--- src/rtl/z80_ex_sp_seq.sv ---
// -----------------------------------------------------------------------------
// z80_ex_sp_seq
//
// Multi-cycle executor for EX (SP),HL / EX (SP),IX / EX (SP),IY.
// The exchange runs in Z80 bus order:
//   read [SP], read [SP+1], write [SP+1] = rr.hi, write [SP] = rr.lo
// It then returns the pair read from the stack as rr_out = {[SP+1],[SP]}.
//
// Ports
//   clk, reset_n      rising-edge clock, asynchronous active-low reset
//   start             one-cycle request, only looked at while idle
//   sel               00=HL, 01=IX, 10=IY, 11=illegal (IX/IY illegal if !IDX_EN)
//   sp_in, rr_in      stack pointer and selected pair, captured on start
//   busy              high from the cycle after an accepted start up to and
//                     including the done cycle
//   done, err         one-cycle completion pulse; err marks an illegal sel
//   rr_out            exchanged pair, updated on successful completion only
//   mem_*             registered request/acknowledge memory port
//   dbg_state         current FSM state (IDLE=0, RD_LO=1, RD_HI=2, WR_HI=3,
//                     WR_LO=4, FIN=5) for trace and checker binding
//
// Memory handshake: mem_req, mem_we, mem_addr and mem_wdata are registered and
// held constant until an access completes. An access completes in every cycle
// where mem_req and mem_ack are both high. mem_rdata is consumed only in that
// cycle and only for reads. mem_ack in cycles without mem_req has no effect.
// -----------------------------------------------------------------------------
module z80_ex_sp_seq #(
  parameter int ADDR_W = 16,
  parameter int DATA_W = 8,
  parameter int IDX_EN = 1
) (
  input  logic                  clk,
  input  logic                  reset_n,
  input  logic                  start,
  input  logic [1:0]            sel,
  input  logic [ADDR_W-1:0]     sp_in,
  input  logic [2*DATA_W-1:0]   rr_in,
  output logic                  busy,
  output logic                  done,
  output logic                  err,
  output logic [2*DATA_W-1:0]   rr_out,
  output logic                  mem_req,
  output logic                  mem_we,
  output logic [ADDR_W-1:0]     mem_addr,
  output logic [DATA_W-1:0]     mem_wdata,
  input  logic [DATA_W-1:0]     mem_rdata,
  input  logic                  mem_ack,
  output logic [2:0]            dbg_state
);

  typedef enum logic [2:0] {
    S_IDLE  = 3'd0,
    S_RD_LO = 3'd1,
    S_RD_HI = 3'd2,
    S_WR_HI = 3'd3,
    S_WR_LO = 3'd4,
    S_FIN   = 3'd5
  } state_t;

  state_t              state;
  logic [ADDR_W-1:0]   sp_q;
  logic [2*DATA_W-1:0] rr_q;
  logic [DATA_W-1:0]   lo_q;
  logic [DATA_W-1:0]   hi_q;

  logic                sel_legal;
  logic                acc_done;
  logic [ADDR_W-1:0]   sp_inc;

  // HL is always legal; the index pairs need IDX_EN, and 11 never decodes.
  assign sel_legal = (sel == 2'b00) || ((IDX_EN != 0) && (sel != 2'b11));
  assign acc_done  = mem_req && mem_ack;
  // Wraps modulo 2^ADDR_W, so SP=FFFF addresses 0000 for the high byte.
  assign sp_inc    = sp_q + ADDR_W'(1);
  assign dbg_state = state;

  always_ff @(posedge clk or negedge reset_n) begin
    if (!reset_n) begin
      state     <= S_IDLE;
      busy      <= 1'b0;
      done      <= 1'b0;
      err       <= 1'b0;
      rr_out    <= '0;
      mem_req   <= 1'b0;
      mem_we    <= 1'b0;
      mem_addr  <= '0;
      mem_wdata <= '0;
      sp_q      <= '0;
      rr_q      <= '0;
      lo_q      <= '0;
      hi_q      <= '0;
    end else begin
      case (state)
        S_IDLE: begin
          if (start) begin
            busy <= 1'b1;
            if (sel_legal) begin
              sp_q     <= sp_in;
              rr_q     <= rr_in;
              // First access is presented in the very next cycle.
              mem_req  <= 1'b1;
              mem_we   <= 1'b0;
              mem_addr <= sp_in;
              state    <= S_RD_LO;
            end else begin
              // Illegal select: complete at once without touching the bus.
              done  <= 1'b1;
              err   <= 1'b1;
              state <= S_FIN;
            end
          end
        end

        S_RD_LO: begin
          if (acc_done) begin
            lo_q     <= mem_rdata;
            mem_addr <= sp_inc;
            state    <= S_RD_HI;
          end
        end

        S_RD_HI: begin
          if (acc_done) begin
            hi_q      <= mem_rdata;
            mem_we    <= 1'b1;
            mem_wdata <= rr_q[2*DATA_W-1:DATA_W];
            state     <= S_WR_HI;
          end
        end

        S_WR_HI: begin
          if (acc_done) begin
            mem_wdata <= rr_q[DATA_W-1:0];
            mem_addr  <= sp_q;
            state     <= S_WR_LO;
          end
        end

        S_WR_LO: begin
          if (acc_done) begin
            mem_req <= 1'b0;
            mem_we  <= 1'b0;
            done    <= 1'b1;
            err     <= 1'b0;
            rr_out  <= {hi_q, lo_q};
            state   <= S_FIN;
          end
        end

        S_FIN: begin
          done  <= 1'b0;
          err   <= 1'b0;
          busy  <= 1'b0;
          state <= S_IDLE;
        end

        default: begin
          done    <= 1'b0;
          err     <= 1'b0;
          busy    <= 1'b0;
          mem_req <= 1'b0;
          mem_we  <= 1'b0;
          state   <= S_IDLE;
        end
      endcase
    end
  end

endmodule
--- config.mk ---
export PLATFORM = sky130hd
export DESIGN_NAME = z80_ex_sp_seq
export DESIGN_NICKNAME = d
export VERILOG_FILES = /design/src/rtl/z80_ex_sp_seq.sv
export SDC_FILE = /design/constraint.sdc
export NUM_CORES = 1
export LEC_CHECK = 0
export ABC_AREA = 0
export BUFFER_PORTS_ARGS = -buffer_cell sky130_fd_sc_hd__buf_2
export CORE_UTILIZATION = 50
export CTS_BUF_LIST = sky130_fd_sc_hd__clkbuf_2 sky130_fd_sc_hd__clkbuf_4 sky130_fd_sc_hd__clkbuf_8
export DETAILED_ROUTE_END_ITERATION = 7
export PLACE_DENSITY = 0.72
export RECOVER_POWER = 100
export SLEW_MARGIN = 10
export SYNTH_ARGS = -nofsm -noshare
export SYNTH_HDL_FRONTEND = slang
export SYNTH_SLANG_ARGS = --single-unit
export TNS_END_PERCENT = 30
--- constraint.sdc ---
create_clock -name clk -period 1.9 [get_ports clk]
set_input_delay 0.095 -clock clk [delete_from_list [all_inputs] [get_ports clk]]
set_output_delay 0.095 -clock clk [all_outputs]
set_load 0.03 [all_outputs]
# [Yosys cells after proc, flatten, opt, wreduce, memory -nomap -nowiden]
# Index checks and enable logic that the tools add are counted.
[totals] out_inout_bits=48 reg_bits=96 elab_cells=81
[classes] n_addsub=1 muxes=29 bitwise_logic=4 reduce_logical=21 n_eq_ne=13
[ops] cell="16-bit 2-to-1 mux" count=4
[ops] cell="16-bit one-hot mux with 3 select lines" count=1
[ops] cell="3-bit 2-to-1 mux" count=6
[ops] cell="16-bit by 1-bit adder with 16-bit output (second input constant)" count=1
[ops] cell="8-bit 2-to-1 mux" count=2
[ops] cell="2-bit inequality test (second input constant)" count=8
[ops] cell="8-bit one-hot mux with 2 select lines" count=1
[ops] cell="3-bit one-hot mux with 5 select lines" count=1
[ops] cell="5-bit AND reduction" count=3
[ops] cell="1-bit 2-to-1 mux" count=9
[ops] cell="1-bit one-hot mux with 3 select lines" count=3
[ops] cell="2-bit AND reduction" count=4
[ops] cell="4-bit AND reduction" count=2
[ops] cell="4-bit OR reduction" count=2
[ops] cell="3-bit by 2-bit == test with 1-bit output (second input constant)" count=2
[ops] cell="3-bit == test (second input constant)" count=2
[ops] cell="3-bit AND reduction" count=2
[ops] cell="3-bit OR reduction" count=2
[ops] cell="1-bit NOT" count=4
[ops] cell="1-bit one-hot mux with 4 select lines" count=1
[ops] cell="3-bit by 1-bit == test with 1-bit output (second input constant)" count=1
[ops] cell="3-bit logical NOT" count=1
[ops] cell="3-bit nonzero test" count=1
[ops] cell="2-bit logical NOT" count=1
[ops] cell="other kinds (4)" count=4

# [Longest topological paths before layout]
# Gate-level depths: netlist (run 1).
[logic_depth] word_depth=5 ltp_mapped=7 depth_no_buf=5

# [Worst setup path after synthesis (run 1)]
# OpenSTA, ideal clock, no wires.
[synth_path] kind="register to register" start="register mem_req" end="register hi_q[0]" path_buffers=1 path_stages_with_launch=6 arrival_ps=1618 period_less_slack_ps=1742 setup_time_ps=125 slack_ps=158 required_time_ps=1775 cell_sequence="dfrtp_1 > and2_1 > clkbuf_2 > nand3_4 > nor2_2 > mux2_2"
[synth_via] elab_chain_len=2
[synth_lines] element="start, declared" line="42" rtl="output logic mem_req,"
[synth_lines] element="start signal, assigned" line="84" rtl="mem_req <= 1'b0;"
[synth_lines] element="start signal, assigned" line="101" rtl="mem_req <= 1'b1;"
[synth_lines] element="start signal, assigned" line="141" rtl="mem_req <= 1'b0;"
[synth_lines] element="1-bit logical AND" line="72" rtl="assign acc_done = mem_req && mem_ack;"
[synth_lines] element="2-bit AND reduction (no line)"
[synth_lines] element="end signal, assigned" line="124" rtl="hi_q <= mem_rdata;"
[synth_lines] element="end, declared" line="64" rtl="logic [DATA_W-1:0] hi_q;"
# No other way between the ends.
# A chain may end at the register's enable or synchronous reset.

# [Final worst setup path (run 1)]
[layout_path] start="register sp_q[1]" end="register mem_addr[10]"
[layout_via] elab_chain_len=3
[layout_lines] element="start, declared" line="61" rtl="logic [ADDR_W-1:0] sp_q;"
[layout_lines] element="start signal, assigned" line="98" rtl="sp_q <= sp_in;"
[layout_lines] element="16-bit by 1-bit adder with 16-bit output" line="74" rtl="assign sp_inc = sp_q + ADDR_W'(1);"
[layout_lines] element="16-bit 2-to-1 mux" line="115" rtl="if (acc_done) begin"
[layout_lines] element="16-bit one-hot mux with 3 select lines" line="93" rtl="case (state)"
[layout_lines] element="end signal, assigned" line="103" rtl="mem_addr <= sp_in;"
[layout_lines] element="end signal, assigned" line="117" rtl="mem_addr <= sp_inc;"
[layout_lines] element="end signal, assigned" line="134" rtl="mem_addr <= sp_q;"
[layout_lines] element="end, declared" line="44" rtl="output logic [ADDR_W-1:0] mem_addr,"
# No other way between the ends. The select of a mux whose other input is x is not followed.

==> summary.md, run 1 <==
| Metric | Value |
|---|---|
| Number of warnings issued by yosys | 0 |
| Maximum operating frequency | roughly 0.55 GHz |
| Gate count of the mapped netlist | 370 |
| EDFF count, synth | 0 |
| Comb pwr share | 0.457 |
| Vias in the first global route | 3520 |
| Top-count cell post-synth | dfrtp_1 |
| Final worst path period share | 0.950 |
| CTS clock-pin slew for the worst setup and hold paths | 0.10 ns |
| Core outline area | approximately 8400 um2 |
| I/O pins | 94 |
| Synth area leaders | dfrtp_1 (55%), mux2_2 (16%), nand2_1 (3.6%) |
| Number of clock sinks seen by CTS | 96 |
| Largest stage delay, worst path | around 0.46 ns |
| Length of the first detailed-routing pass in iterations | 4 |
| Leakage power summed over all cells | ~2.4 nW |
| Cell Area, Synth | 4400 um2 |
| CTS tree | built |
| Count of final max-slew check failures | 0 |
| Area of the die | 9180 um2 |
| Final hold violations | 0 |
| Switching share of total power | 0.435 |
| Global placement routability congestion | ~0.8 |
| Clock root cell | clkbuf_8 |
| Detailed Place HPWL | roughly 7000 um |
| Proportion of synthesized chip area in sequential cells | 0.546 |
| Post-route non-filler standard cell count | 625 |
| Combined flip-flop and latch cell area | roughly 2400 um2 |
| Layout Nets | 562 |
| Die X-Extent | 95.8 um |
| CP Launch Type | flop |
| Crit path max-delay family | compound AO/OA/AOI/OAI gates |
| Switching Power | 4.09 mW |
| Global-route wire length before repair | 16300 um |
| GRT Overall Usage | 0.234 |
| Part of the power in the clock network | 0.139 |
| Yosys top cell area share | 0.546 |
| Final routed DRC violation total | 0 |
| Post-synthesis register bit count | 96 |
| Critical path capture point type | flop |
| Iter 0 DRT Violations | between 100 and 150 |
| Synthesized area divided by synthesized cell count | 11.9 um2 |
| Synthesized netlist net count | 417 |
| Starting utilization of the core area | 0.525 |
| Max Buffers Root-to-Sink | 2 |
| Multi-input logic area | 1850 um2 |
| Min-Delay Path Class | in2reg |
| Cell-by-cell listing of the critical path | ha_1, nand4_1, buf_4, o311a_1, o32a_1 |
| Setup TNS after final layout | 0 ns |
| Number of vias in the routed layout | 3389 |
| Power per Cell Area | 1700 nW/um2 |
| Final Power | around 9.4 mW |
| Post-DRT Antenna Nets | 0 |
| Synth cell types | 53 |
| Number of antenna diodes | 0 |
| Slowest library cell on the worst path | dfrtp_1 |
| Routed length per instance | 15.9 um |
| Final wirelength | 9920 um |
| Depth of the CTS H-tree | 3 |
| GRT Residual Overflow | 0 |
| Maximum number of pins on one net before global-route repair | 35 |
| Peak supply drop | 0.000846 V |
| Chip height | 95.8 um |
| # fillers | between 600 and 700 |
| Clock tree skew after final layout | around 0.0083 ns |
| Detailed-route vias per instance | 5.42 |
| Internal power | 5.31 mW |
| Worst EP required | 2.15 ns |
| Ranking of synthesized cells by instance count | dfrtp_1 (96), mux2_2 (62), nand2_1 (42), o21ai_0 (23), nor2_1 (14) |
| Proportion of register bits with asynchronous set or reset after synthesis | 1.00 |
| Worst-Skew Late Latency | around 0.36 ns |
| Initial antenna violation count | 0 |
| Std-Cell Rows | 33 |
| Count of buffer and inverter cells on the critical path | 1 |
| Fin crit period | ~1.8 ns |
| Pin slew with the least headroom to its limit | 0.771 ns |
| Relative area change from synthesis to final layout | 26.0% |
| Number of buffers created by CTS | 9 |
| Category of the critical setup timing path | reg2reg |
| Largest area contributor in the netlist | dfrtp_1 |
| Post-placement setup slack | 0.0804 ns |
| Max-Cap Viols | 0 |
| Count of buffers from port buffering | 93 |
| Arrival time reported for the critical path endpoint | 2.06 ns |
| Layout cells sized above 1 | 0.292 |
| Cell total after placement | roughly 570 |
| Relative contribution of sequential cells to total power | 0.404 |
| Fin worst setup slack | about 0.095 ns |
| Max-slew headroom | 0.486 |
| Final setup violation count | 0 |
| Maximum fanout along the worst path | 7 |
| Status | finished clean |
| Prevailing post-synth register cell | dfrtp_1 |
[power groups by stage]
stage | clock network (mW) | logic (mW) | registers, mW
final | 1.31 | 4.30 | 3.80
after global routing | 1.41 | 4.69 | 3.95
after CTS | 1.35 | 4.48 | 3.77
after detailed placement | 0 | 4.40 | 3.81
after global placement | 0 | 4.29 | 3.76
after floorplan | 0 | 2.40 | 4.55
[path summary, 6_finish.rpt]
path | startpoint | end | slack [ns] | cells after the start
setup / recovery | sp_q[1] | mem_addr[10] | 0.1 | 5
hold / removal | start | busy | 0.12 | 3
setup reg to reg | sp_q[1] | mem_addr[10] | 0.1 | 5
hold reg to reg | mem_addr[6] | mem_addr[6] | 0.48 | 1
max in group asynchronous | reset_n | mem_addr[14] | 0.35 | 3
min in group asynchronous | reset_n | mem_addr[4] | 0.32 | 2
[kinds of logic (layout without fill, tap and decap cells)]
group,Yosys count,in the layout,synth area share
DFF,96,96,0.546
and+or+nand+nor,107,107,0.135
xor gates and xnor gates,7,7,0.0139
buffers and inverters,24,174,0.0321
muxes,68,68,0.172
AOI/OAI and AO/OA,67,67,0.0973
adders and majority gates,1,1,0.00284
[metal layers]
| layer | up-vias | share of wire | track usage |
|---|---|---|---|
| met5 | - | 0 | 0 |
| met4 | 0 | 0.0036 | 0.0634 |
| met3 | 4 | 0.048 | 0.0600 |
| met2 | 86 | 0.48 | 0.392 |
| met1 | 1674 | 0.47 | 0.301 |
| li1 | 1625 | - | - |
[per-stage QoR]
step | instance area, um2 | hold WS [ns] | util
finish | 5540 | 0.118 | 0.661
global route | 5540 | 0.149 | 0.661
CTS | 5630 | 0.106 | 0.672
detailed placement | 5030 | 0.0479 | 0.600
global placement | 5030 | 0.0373 | 0.600
floorplan | 4400 | -0.201 | -
[worst reg2reg max path, delay by kind of cell, from the launching register on]
family	cells	cell delay (ns)
AO/OA/AOI/OAI	2	0.62
adder cells (fa/ha/maj)	1	0.24
buffers and inverters	1	0.20
flip-flops	1	0.46
AND/OR/NAND/NOR	1	0.18
[area by class of cell]
type                            instances  share of cell area
Tap cell                              105              0.0237
Timing Repair Buffer                  154               0.171
Clock buffer                           10              0.0248
Inverter                                4             0.00271
Sequential cell                        96               0.434
Clock inverter                          6              0.0104
Multi-Input combinational cell        250               0.334
[sequential cells by signal, indices dropped and copies added (netlist names)]
register and cells:
mem_addr 16, err 1, lo_q 8, rr_out 16
busy 1, mem_wdata 8, sp_q 16, done 1
rr_q 16, mem_we 1, hi_q 8, mem_req 1
dbg_state 3
[layout by cell type (no fill, tap or decap), types with 2 or more instances in the layout]
| cell type | instances |
|---|---|
| clkbuf_2 | 7 |
| nor3_1 | 5 |
| dfrtp_1 | 95 |
| xnor2_1 | 5 |
| a21oi_1 | 12 |
| inv_8 | 2 |
| xor2_1 | 2 |
| o32a_1 | 3 |
| mux2_2 | 62 |
| nand2b_1 | 5 |
| o31a_1 | 2 |
| o22ai_1 | 9 |
| nand3_1 | 5 |
| buf_2 | 46 |
| clkbuf_1 | 48 |
| nand4b_1 | 2 |
| buf_4 | 12 |
| a21o_1 | 3 |
| nand4_1 | 7 |
| o21ai_0 | 23 |
| clkbuf_8 | 10 |
| nand2_1 | 42 |
| clkinv_4 | 2 |
| nor2_1 | 15 |
| nand3b_1 | 2 |
| dlygate4sd3_1 | 41 |
| and2_1 | 2 |
| a2bb2oi_1 | 4 |
| nor4_1 | 7 |
| inv_6 | 2 |
| o32ai_1 | 2 |
| inv_1 | 3 |
| a31oi_1 | 3 |
| mux2i_1 | 6 |
[repair_timing]
item | in CTS | in global routing
buffers inserted | 0 | 1
hold buffers | 41 | 0
resized for setup | 0 | 1
endpoints found under the hold margin | 89 | 0
endpoints found under the setup margin | 0 | 3
(Power assumes the default switching activity.)
==> inputs of run 2 (changes only) <==
--- a/config.mk
+++ b/config.mk
@@ -13,5 +13,4 @@
 export PLACE_DENSITY = 0.72
 export RECOVER_POWER = 100
-export SLEW_MARGIN = 10
 export SYNTH_ARGS = -nofsm -noshare
 export SYNTH_HDL_FRONTEND = slang
==> constraint.sdc (replaced) <==
create_clock -name clk -period 1.9 [get_ports clk]
set_input_delay 0.19 -clock clk [delete_from_list [all_inputs] [get_ports clk]]
set_output_delay 0.19 -clock clk [all_outputs]
set_load 0.03 [all_outputs]
==> summary.md, run 2 (same netlist as run 1, synthesis figures left out) <==
| Metric | Value |
|---|---|
| Status | finished clean |
| Global placement routability congestion | 0.819 |
| CP Launch Type | flop |
| Category of the critical setup timing path | reg2reg |
| Post-placement setup slack | 0.0863 ns |
| Fin worst setup slack | 0.0919 ns |
| Std-Cell Rows | 33 |
| Peak-usage layer in the global routing report | met2 |
| Leading cell types in the layout, fill and taps excluded | dfrtp_1 (96), mux2_2 (62), clkbuf_1 (47) |
| Count of buffers from port buffering | 93 |
| GRT Overall Usage | 0.223 |
| Detailed-route vias per instance | between 5 and 6 |
| Max Buffers Root-to-Sink | 2 |
| Cell total after placement | 567 |
| Routed length per instance | 16.2 um |
| Clock tree skew after final layout | 0.00864 ns |
| Global routing usage on met1 | 0.295 |
| Worst EP required | 2.15 ns |
| Fin crit period | 1.81 ns |
| Cell-by-cell listing of the critical path | ha_1, nand4_1, buf_4, o311a_1, o32a_1 |
| Critical path capture point type | flop |
| Final Power | 9.33 mW |
| Layout Nets | 522 |
| Setup TNS after final layout | 0 ns |
| Depth of the CTS H-tree | 3 |
| I/O pins | 94 |
| Detailed Place HPWL | 6780 um |
| Initial antenna violation count | 0 |
| Count of final max-slew check failures | 0 |
| CTS clock-pin slew for the worst setup and hold paths | 0.10 ns |
| Worst hold slack | 0.0542 ns |
| Leakage power summed over all cells | ~2.3 nW |
| Arrival time reported for the critical path endpoint | about 2 ns |
| Post-DRT Antenna Nets | 0 |
| Number of clock sinks seen by CTS | 96 |
| Leading cell type in the layout, fill and taps excluded | dfrtp_1 |
| Critical Path Start | sp_q[0] |
| Power per Cell Area | 1810 nW/um2 |
| Core outline area | 8380 um2 |
| Max-Cap Viols | 0 |
| Reg-to-Reg Start | sp_q[0] |
| Area after detailed placement | 5030 um2 |
| Iter 0 DRT Violations | 102 |
| Relative area change from synthesis to final layout | 17.0% |
| Worst-Skew Late Latency | 0.36 ns |
| Maximum number of pins on one net before global-route repair | 35 |
| Fraction of met2 tracks used by global routing | 0.360 |
| Pin slew with the least headroom to its limit | 0.746 ns |
| Area of the die | 9180 um2 |
| Global-route wire length before repair | 15600 um |
| Chip height | 95.8 um |
| Length of the first detailed-routing pass in iterations | 4 |
| CTS tree | built |
| Starting utilization of the core area | 0.525 |
| Largest stage delay, worst path | 0.47 ns |
| Max-slew headroom | 0.503 |
| Post-layout instance area | 5150 um2 |
| Maximum fanout along the worst path | 7 |
| Maximum operating frequency | 0.553 GHz |
| Vias in the first global route | between 3k and 4k |
| Post-route non-filler standard cell count | 585 |
| Layout cells sized above 1 | 0.317 |
| Final worst path period share | 0.952 |
| Global-route met3 utilization | 0.0529 |
| Final routed DRC violation total | 0 |
| Final hold violations | 0 |
| Die X-Extent | 95.8 um |
| GRT Residual Overflow | 0 |
| Clock root cell | clkbuf_8 |
| Number of buffers created by CTS | 9 |
| Share of the core filled with cells in the final layout | 0.614 |
| Startpoint of the most critical hold path | rr_in[15] |
| Peak supply drop | 0.000843 V |
| Min-Delay Path Class | in2reg |
| Number of vias in the routed layout | 3335 |
| Final wirelength | 9460 um |
| Final setup violation count | 0 |
| Slowest library cell on the worst path | dfrtp_1 |
| Number of antenna diodes | 0 |
==> run 2: power breakdown <==
group,switching [mW],leakage (nW),internal (mW)
Combinational,2.53,1.01,1.68
Clock,0.764,0.101,0.542
Sequential,0.776,1.16,3.04
==> run 2: cell type report <==
type / instances / area, um2
clock buffer: 10 / 138
clock inverter: 6 / 60.1
fill: 744 / 3230
inverter: 4 / 15.0
multi-input combinational: 250 / 1850
sequential: 96 / 2400
tap: 105 / 131
timing repair buffer: 114 / 549
==> run 2: worst paths after layout <==
kind	to	slack [ns]	cells past startpoint
setup / recovery	mem_addr[10]	0.09	5
hold / removal	rr_q[15]	0.05	2
setup reg to reg	mem_addr[10]	0.09	5
hold reg to reg	mem_addr[6]	0.48	1
max in group asynchronous	sp_q[10]	0.46	3
min in group asynchronous	mem_addr[4]	0.42	2
==> run 2: what timing repair did <==
action | CTS | global route
setup buffers | 0 | 1
hold endpoints to repair | 27 | 0
hold buffers | 1 | 0
gates resized for setup | 0 | 0
endpoints found under the setup margin | 0 | 3
==> run 2: layer usage <==
layer  vias to the layer above  part of all wire
met5                         -                 0
met4                         0             0.011
met3                         9             0.058
met2                        95              0.47
met1                      1676              0.46
li1                       1555                 -
==> run 2: worst max-delay path, delay by kind of cell, from the launching register on <==
kind                       cells  cell delay (ns)
AOI/OAI and AO/OA              2             0.62
DFF                            1             0.47
buffers and inverters          1             0.20
adders and majority gates      1             0.24
and+or+nand+nor                1             0.18
==> inputs of run 3 (changes only) <==
--- a/config.mk
+++ b/config.mk
@@ -16,3 +16,3 @@
 export SYNTH_HDL_FRONTEND = slang
 export SYNTH_SLANG_ARGS = --single-unit
-export TNS_END_PERCENT = 30
+export TNS_END_PERCENT = 10
==> constraint.sdc (replaced) <==
create_clock -name clk -period 1.9 [get_ports clk]
set_input_delay 0.19 -clock clk [delete_from_list [all_inputs] [get_ports clk]]
set_output_delay 0.19 -clock clk [all_outputs]
set_load 0.01 [all_outputs]
==> summary.md, run 3 (same netlist as run 1, synthesis figures left out) <==
| Metric | Value |
|---|---|
| Layout Nets | approximately 520 |
| Global-route wire length before repair | 15600 um |
| Clock tree skew after final layout | 0.00985 ns |
| Detailed Place HPWL | 6780 um |
| Final hold violations | 0 |
| Fin crit period | about 1.8 ns |
| Status | finished clean |
| Starting utilization of the core area | 0.525 |
| Number of clock sinks seen by CTS | 96 |
| Post-route non-filler standard cell count | just under 600 |
| Core outline area | between 8000 and 9000 um2 |
| Number of antenna diodes | 0 |
| Cell-by-cell listing of the critical path | ha_1, nand4_1, buf_4, o311a_1, o32a_1 |
| Final worst path period share | 0.954 |
| Final Power | between 8 and 9 mW |
| Length of the first detailed-routing pass in iterations | 4 |
| Final wirelength | 9420 um |
| Layout cells sized above 1 | 0.319 |
| I/O pins | 94 |
| Vias in the first global route | ~3.3k |
| Iter 0 DRT Violations | 106 |
| PostCTS Resize Cnt | 0 |
| Relative area change from synthesis to final layout | 17.1% |
| Count of buffers from port buffering | 93 |
| Largest stage delay, worst path | about 0.46 ns |
| Final routed DRC violation total | 0 |
| Number of buffers created by CTS | 9 |
| Setup TNS after final layout | 0 ns |
| Power per Cell Area | 1670 nW/um2 |
| Slowest library cell on the worst path | dfrtp_1 |
| Post-placement setup slack | 0.0863 ns |
| Detailed-route vias per instance | between 5 and 6 |
| Worst hold slack | between 0.05 and 0.06 ns |
| Die X-Extent | roughly 96 um |
| Count of buffer and inverter cells on the critical path | 1 |
| Cell total after placement | 567 |
| Crit path max-delay family | compound AO/OA/AOI/OAI gates |
| Worst-Skew Late Latency | 0.36 ns |
| CTS tree | built |
| CP Launch Type | flop |
| Peak supply drop | around 0.00074 V |
| Count of final max-slew check failures | 0 |
| GRT Overall Usage | 0.223 |
| Arrival time reported for the critical path endpoint | 2.06 ns |
| Maximum fanout along the worst path | 7 |
| Max-Cap Viols | 0 |
| Min-Delay Path Class | in2reg |
| Fin worst setup slack | between 0.08 and 0.09 ns |
| Clock root cell | clkbuf_8 |
| Routed length per instance | between 15 and 20 um |
| Leading cell type in the layout, fill and taps excluded | dfrtp_1 |
| Setup slack, reg-to-reg | 0.09 ns |
| Depth of the CTS H-tree | 3 |
| Leading cell types in the layout, fill and taps excluded | dfrtp_1 (96), mux2_2 (62), buf_2 (46), clkbuf_1 (46), nand2_1 (42) |
| Std-Cell Rows | 33 |
| Maximum number of pins on one net before global-route repair | 35 |
| Post-DRT Antenna Nets | 0 |
| Global placement routability congestion | 0.819 |
| Maximum operating frequency | 0.552 GHz |
| Final setup violation count | 0 |
| Area of the die | 9180 um2 |
| Chip height | 95.8 um |
| Worst EP required | 2.14 ns |
| Initial antenna violation count | 0 |
| CTS clock-pin slew for the worst setup and hold paths | 0.10 ns |
| Number of vias in the routed layout | 3307 |
| Category of the critical setup timing path | reg2reg |
| Max Buffers Root-to-Sink | 2 |
| GRT Residual Overflow | 0 |
| Pin slew with the least headroom to its limit | 0.748 ns |
| Max-slew headroom | 0.501 |
| Critical path capture point type | flop |
| Leakage power summed over all cells | between 2 and 2.5 nW |
## run 3: changes by cell type in the layout (fill, tap and decap cells not counted)
cell,delta
clkbuf_1,-1
buf_2,+1
## run 3: layout make-up
| class | count | area (um2) |
|---|---|---|
| clock buffer | 10 | 138 |
| clock inverter | 6 | 60.1 |
| fill | 743 | 3230 |
| inverter | 4 | 15.0 |
| multi-input combinational | 250 | 1850 |
| sequential | 96 | 2400 |
| tap | 105 | 131 |
| timing repair buffer | 114 | 551 |
## run 3: worst paths after layout
path | from | end | depth (start not counted)
max | sp_q[0] | mem_addr[10] | 5
min | rr_in[15] | rr_q[15] | 2
max reg2reg | sp_q[0] | mem_addr[10] | 5
min reg2reg | mem_addr[6] | mem_addr[6] | 1
max in group asynchronous | reset_n | mem_addr[8] | 3
min in group asynchronous | reset_n | mem_addr[4] | 2
## run 3: timing repair
item	in CTS	in global routing
setup buffers	0	1
hold buffers	1	0
endpoints found under the setup margin	0	3
hold endpoints to repair	27	0
## run 3: power by group
| group | internal (mW) | switching, mW | total (mW) |
|---|---|---|---|
| sequential | 3.04 | 0.771 | 3.81 |
| combinational | 1.68 | 1.82 | 3.50 |
| clock | 0.542 | 0.758 | 1.30 |
| total | 5.26 | 3.35 | 8.61 |
## run 3: metrics by stage
step,util,cell area (um2)
6_report,0.614,5150
5_1_grt,0.614,5150
4_1_cts,0.625,5240
3_5_place_dp,0.600,5030
3_3_place_gp,0.600,5030
2_1_floorplan,-,4400
## run 3: metal layers
layer,track usage,routed length [um],vias up
li1,-,-,1552
met1,0.295,4360,1645
met2,0.360,4410,101
met3,0.0529,553,9
met4,0.0759,97,0
met5,0,0,-
